### config.mk
export PLATFORM = sky130hd
export DESIGN_NAME = sbox_sequencer_flat
export DESIGN_NICKNAME = d
export VERILOG_FILES = /design/src/rtl/sbox_sequencer_if.sv /design/src/rtl/sbox_sequencer.sv /design/src/flat_wrapper.sv
export SDC_FILE = /design/constraint.sdc
export NUM_CORES = 1
export LEC_CHECK = 0
export ABC_AREA = 1
export ABC_CLOCK_PERIOD_IN_PS = 3100
export BUFFER_PORTS_ARGS = -buffer_cell sky130_fd_sc_hd__buf_2
export CAP_MARGIN = 15
export CORE_MARGIN = 1
export CORE_UTILIZATION = 50
export DETAILED_ROUTE_END_ITERATION = 12
export GPL_ROUTABILITY_DRIVEN = 0
export PLACE_DENSITY_LB_ADDON = 0.15
export SLEW_MARGIN = 40
export SYNTH_ARGS = -nofsm -noshare
export SYNTH_HDL_FRONTEND = slang
export SYNTH_SLANG_ARGS = --single-unit
### constraint.sdc
create_clock -name clk -period 3.1 [get_ports clk]
set_input_delay 0.31 -clock clk [delete_from_list [all_inputs] [get_ports clk]]
set_output_delay 0.31 -clock clk [all_outputs]
set_load 0.005 [all_outputs]
### src/rtl/sbox_sequencer_if.sv
// rtl/sbox_sequencer_if.sv - handshake and S-box lookup bundle for sbox_sequencer
// abort exists only when SBOX_SEQ_ABORT_EN is defined.
interface sbox_sequencer_if;
  logic        in_valid;
  logic        in_ready;
  logic [47:0] in_48bit;
  logic [2:0]  sbox_sel;
  logic [5:0]  sbox_in;
  logic [3:0]  sbox_out;
  logic        out_valid;
  logic        out_ready;
  logic [31:0] out_32bit;
  logic        busy;
`ifdef SBOX_SEQ_ABORT_EN
  logic        abort;

  modport slave (
    input  in_valid, in_48bit, sbox_out, out_ready, abort,
    output in_ready, sbox_sel, sbox_in, out_valid, out_32bit, busy
  );

  modport master (
    output in_valid, in_48bit, sbox_out, out_ready, abort,
    input  in_ready, sbox_sel, sbox_in, out_valid, out_32bit, busy
  );
`else
  modport slave (
    input  in_valid, in_48bit, sbox_out, out_ready,
    output in_ready, sbox_sel, sbox_in, out_valid, out_32bit, busy
  );

  modport master (
    output in_valid, in_48bit, sbox_out, out_ready,
    input  in_ready, sbox_sel, sbox_in, out_valid, out_32bit, busy
  );
`endif
endinterface

### src/rtl/sbox_sequencer.sv
// rtl/sbox_sequencer.sv - time-multiplexes one DES S-box port over the eight round substitutions
// Optional abort input enabled by defining SBOX_SEQ_ABORT_EN.
module sbox_sequencer (
  input logic             clk,
  input logic             n_rst,
  sbox_sequencer_if.slave bus
);

  typedef enum logic [1:0] {
    IDLE,
    LOOKUP,
    DONE
  } state_t;

  state_t      state;
  state_t      state_next;
  logic [2:0]  k;
  logic [2:0]  k_next;
  logic [47:0] data;
  logic [47:0] data_next;
  logic [31:0] result;
  logic [31:0] result_next;
  logic        abort_req;

`ifdef SBOX_SEQ_ABORT_EN
  assign abort_req = bus.abort;
`else
  assign abort_req = 1'b0;
`endif

  // Chunk k sits at data[47-6k -: 6]; shifting it to the top avoids a wide mux tree.
  logic [5:0]  chunk_shift;
  logic [47:0] chunk_window;
  assign chunk_shift  = 6'd6 * {3'b000, k};
  assign chunk_window = data << chunk_shift;

  // Result nibble k lives at bit offset 4*(7-k), i.e. {~k, 2'b00}.
  logic [4:0]  slot_shift;
  logic [31:0] slot_mask;
  logic [31:0] slot_value;
  assign slot_shift = {~k, 2'b00};
  assign slot_mask  = 32'hF << slot_shift;
  assign slot_value = {28'd0, bus.sbox_out} << slot_shift;

  always_ff @(posedge clk or negedge n_rst) begin
    if (!n_rst) begin
      state  <= IDLE;
      k      <= 3'd0;
      data   <= 48'd0;
      result <= 32'd0;
    end else begin
      state  <= state_next;
      k      <= k_next;
      data   <= data_next;
      result <= result_next;
    end
  end

  always_comb begin
    state_next  = state;
    k_next      = k;
    data_next   = data;
    result_next = result;
    case (state)
      IDLE: begin
        if (!abort_req && bus.in_valid) begin
          state_next  = LOOKUP;
          data_next   = bus.in_48bit;
          k_next      = 3'd0;
          result_next = 32'd0;
        end
      end
      LOOKUP: begin
        result_next = (result & ~slot_mask) | slot_value;
        if (k == 3'd7) begin
          state_next = DONE;
        end else begin
          k_next = k + 3'd1;
        end
      end
      DONE: begin
        if (bus.out_ready) begin
          state_next = IDLE;
        end
      end
      default: begin
        state_next = IDLE;
      end
    endcase
    if (abort_req && (state != IDLE)) begin
      state_next  = IDLE;
      k_next      = 3'd0;
      result_next = 32'd0;
    end
  end

  // Lookup port is a function of registered state only, so the S-box settles in-cycle.
  always_comb begin
    bus.in_ready  = (state == IDLE);
    bus.busy      = (state != IDLE);
    bus.out_valid = (state == DONE);
    bus.out_32bit = result;
    bus.sbox_sel  = 3'd0;
    bus.sbox_in   = 6'd0;
    if (state == LOOKUP) begin
      bus.sbox_sel = k;
      bus.sbox_in  = chunk_window[47:42];
    end
  end

endmodule

### src/flat_wrapper.sv
// flat-port wrapper written by rule: the top's interface ports become plain ports
module sbox_sequencer_flat 
  (clk, n_rst, bus_in_valid, bus_in_48bit, bus_sbox_out, bus_out_ready, bus_in_ready, bus_sbox_sel, bus_sbox_in, bus_out_valid, bus_out_32bit, bus_busy);
  sbox_sequencer_if bus_i ();
  input logic clk;
  input logic n_rst;
  input wire logic [$bits(bus_i.in_valid)-1:0] bus_in_valid;
  input wire logic [$bits(bus_i.in_48bit)-1:0] bus_in_48bit;
  input wire logic [$bits(bus_i.sbox_out)-1:0] bus_sbox_out;
  input wire logic [$bits(bus_i.out_ready)-1:0] bus_out_ready;
  output wire logic [$bits(bus_i.in_ready)-1:0] bus_in_ready;
  output wire logic [$bits(bus_i.sbox_sel)-1:0] bus_sbox_sel;
  output wire logic [$bits(bus_i.sbox_in)-1:0] bus_sbox_in;
  output wire logic [$bits(bus_i.out_valid)-1:0] bus_out_valid;
  output wire logic [$bits(bus_i.out_32bit)-1:0] bus_out_32bit;
  output wire logic [$bits(bus_i.busy)-1:0] bus_busy;
  assign bus_i.in_valid = bus_in_valid;
  assign bus_i.in_48bit = bus_in_48bit;
  assign bus_i.sbox_out = bus_sbox_out;
  assign bus_i.out_ready = bus_out_ready;
  assign bus_in_ready = bus_i.in_ready;
  assign bus_sbox_sel = bus_i.sbox_sel;
  assign bus_sbox_in = bus_i.sbox_in;
  assign bus_out_valid = bus_i.out_valid;
  assign bus_out_32bit = bus_i.out_32bit;
  assign bus_busy = bus_i.busy;
  sbox_sequencer u_core (.clk(clk), .n_rst(n_rst), .bus(bus_i));
endmodule
==> results.sh <==
export IMPL_period_share=0.9771
export IMPL_fmax_ghz=0.3301
export IMPL_die_w_um=100.7
export IMPL_path_class="register to output pin"
export IMPL_grt_max_degree=60
export IMPL_syn_area_um2=4871
export IMPL_whs_path_depth=2
export IMPL_critical_path_most_common_cell="inv_1"
export IMPL_vdd_drop_max_v=0.0005006
export IMPL_worstPathRequired_ps=2790
export IMPL_synthTopCellsByCount="nand2_1, nand3_1, dfrtp_1"
export IMPL_cp_end_kind="output pin"
export IMPL_ios=100
export IMPL_hp_class="primary input to register"
export IMPL_nets=841
export IMPL_skew_ps=8.564
export IMPL_cts_sinks=85
export IMPL_drtIter0Drc=587
export IMPL_grt_overflow=0
export IMPL_layout_drive_gt1_share=0.1844
export IMPL_finalSetupTns_ps=0
export IMPL_synthMostInstantiatedCell="nand2_1"
export IMPL_yosys_warnings=0
export IMPL_synth_nets=755
export IMPL_preCtsSetupSlack_ps=427.4
export IMPL_setup_viol=0
export IMPL_clkTransAtPathRegs_ps=80
export IMPL_critPathSlowestCell="fa_1"
export IMPL_clk_latency_ps=360
export IMPL_die_y_um=100.7
export IMPL_p_per_area_nw_per_um2=1251
export IMPL_post_cts_buffers=0
export IMPL_vias=4926
export IMPL_ff2ff_path_depth=6
export IMPL_hold_viol=0
export IMPL_path_max_fanout=9
export IMPL_ant_nets=0
export IMPL_initial_utilization=0.5222
export IMPL_clk_path_buf_depth=2
export IMPL_cap_viol_max_count=0
export IMPL_postLayoutSetupSlackWorst_ps=70.95
export IMPL_root_buffer="clkbuf_8"
export IMPL_port_buffers=99
export IMPL_synthesis_instances=690
export IMPL_critPathLaunchType="register"
export IMPL_cts_buffers=9
export IMPL_period_minus_slack_ps=3029
export IMPL_synth_distinct_cells=27
export IMPL_worst_ep_arrival_time_ps=2720
export IMPL_async_reset_ff_frac=1.000
export IMPL_cts_max_level=3
export IMPL_grt_usage=0.2756
export IMPL_yosysSeqAreaShare=0.4367
export IMPL_num_rows=35
export IMPL_synth_top_area_cell="dfrtp_1"
export IMPL_cts_tree="built"
export IMPL_holdWs_ps=129.8
export IMPL_synthTopCellsByArea="dfrtp_1, nand2_1, nand3_1"
export IMPL_fin_area_um2=5703
export IMPL_synth_edff_count=0
export IMPL_status="completed"
export IMPL_grt_antenna_before_repair=0
export IMPL_yosys_area_top_type_share=0.4367
export IMPL_area_growth_pct=17.08
export IMPL_cp_slowest_stage_delay_ps=490
export IMPL_drt_first_pass_iters=5
export IMPL_ys_ff_latch=85
export IMPL_tightest_slew_ps=773.5
export IMPL_diodes=0
export IMPL_wl_per_cell_um=14.66
export IMPL_power_leakage_uw=0.003132
export IMPL_placedInstanceArea_um2=5423
export IMPL_syn_area_per_cell_um2=7.059
export IMPL_grt_pass1_vias=4371
export IMPL_dp_hpwl_um=9549
export IMPL_p_total_uw=7137
export IMPL_yosys_most_used_dff="dfrtp_1"
export IMPL_routed_wl_um=13340
export IMPL_fillers=907
export IMPL_rsz0062_at_grt="true"
export IMPL_path_cells="ha_1 > inv_1 > fa_1 > inv_1 > buf_4 > nand2_1 > inv_1 > nand3_1 > nand3_1 > nand2_1 > nor2_1 > nor2_1 > buf_2"
export IMPL_dieArea_um2=10140
export IMPL_viasPerCell=5.413
export IMPL_drc=0
export IMPL_maxSlewViolCount=0
export IMPL_grt_first_pass_wirelength_um=21760
export IMPL_slew_headroom=0.4824
export IMPL_core_area_um2=9328
[stage by stage]
step                instances    util
floorplan                 690       -
global placement          893  0.5814
detailed placement        893  0.5814
CTS                       910  0.6090
global route              910  0.6114
finish                    910  0.6114
[placed cells by master (no fill, tap or decap), types with 2 or more instances in the layout]
master       n
a21oi_1      6
a32o_1      11
buf_2       98
buf_4       14
bufinv_16    3
clkbuf_8    10
dfrtp_1     85
ha_1         7
inv_1       47
inv_2        7
nand2_1    272
nand2_2      2
nand3_1     97
nor2_1      37
nor2_4       3
nor3_1      14
o21ai_0     53
o21ai_1      2
[sequential cells by signal, summed over array words and instances (netlist names)]
register	flops
u_core.state	2
u_core.bus.out_32bit	32
u_core.k	3
u_core.data	48
[what timing repair did]
action                                 CTS  global route
setup endpoints to repair                0             6
hold buffers                             1             0
gates resized for setup                  0             6
endpoints found under the hold margin   28             0
[cell type report]
| class | instances | area, um^2 | area share |
|---|---|---|---|
| sequential | 85 | 2127 | 0.3730 |
| timing repair buffer | 113 | 605.6 | 0.1062 |
| multi-input combinational | 512 | 2352 | 0.4125 |
| clock inverter | 5 | 106.4 | 0.01865 |
| tap | 129 | 161.4 | 0.02830 |
| clock buffer | 11 | 141.4 | 0.02479 |
| inverter | 55 | 209.0 | 0.03664 |
[worst max-delay path: cells and delay by family, from the launching register on]
kind	cells	cell delay [ps]
buffers and inverters	5	790
adders and majority gates	2	730
and+or+nand+nor	6	460
DFF	1	390
[worst paths after layout]
path,slack [ps],end,startpoint
worst max-delay path,70,bus_sbox_in[3],u_core.k[0]
worst min-delay path,130,u_core.state[1],bus_out_ready
worst max register to register,1130,u_core.bus.out_32bit[5],u_core.state[0]
worst min register to register,480,u_core.data[46],u_core.data[46]
max in group asynchronous,1950,u_core.data[32],n_rst
min in group asynchronous,430,u_core.data[6],n_rst
[per-layer routing]
| layer | vias up | global-route usage | share of wire |
|---|---|---|---|
| met5 | - | 0 | 0 |
| met4 | 0 | 0.08919 | 0.013 |
| met3 | 20 | 0.04161 | 0.075 |
| met2 | 247 | 0.3836 | 0.43 |
| met1 | 2280 | 0.4351 | 0.48 |
| li1 | 2379 | - | - |
[cells by family after synthesis]
logic type | synth area share
AO/OA/AOI/OAI | 0.08862
flip-flops | 0.4367
adder cells (fa/ha/maj) | 0.02466
AND/OR/NAND/NOR | 0.3640
buffers and inverters | 0.08605
[report_power, final]
| group | switching, uW | internal, uW | leakage [uW] |
|---|---|---|---|
| Clock | 411 | 561 | 0.000120 |
| Combinational | 2720 | 1490 | 0.00193 |
| Sequential | 351 | 1600 | 0.00108 |
Note: power is estimated with default switching activity, not from simulation.
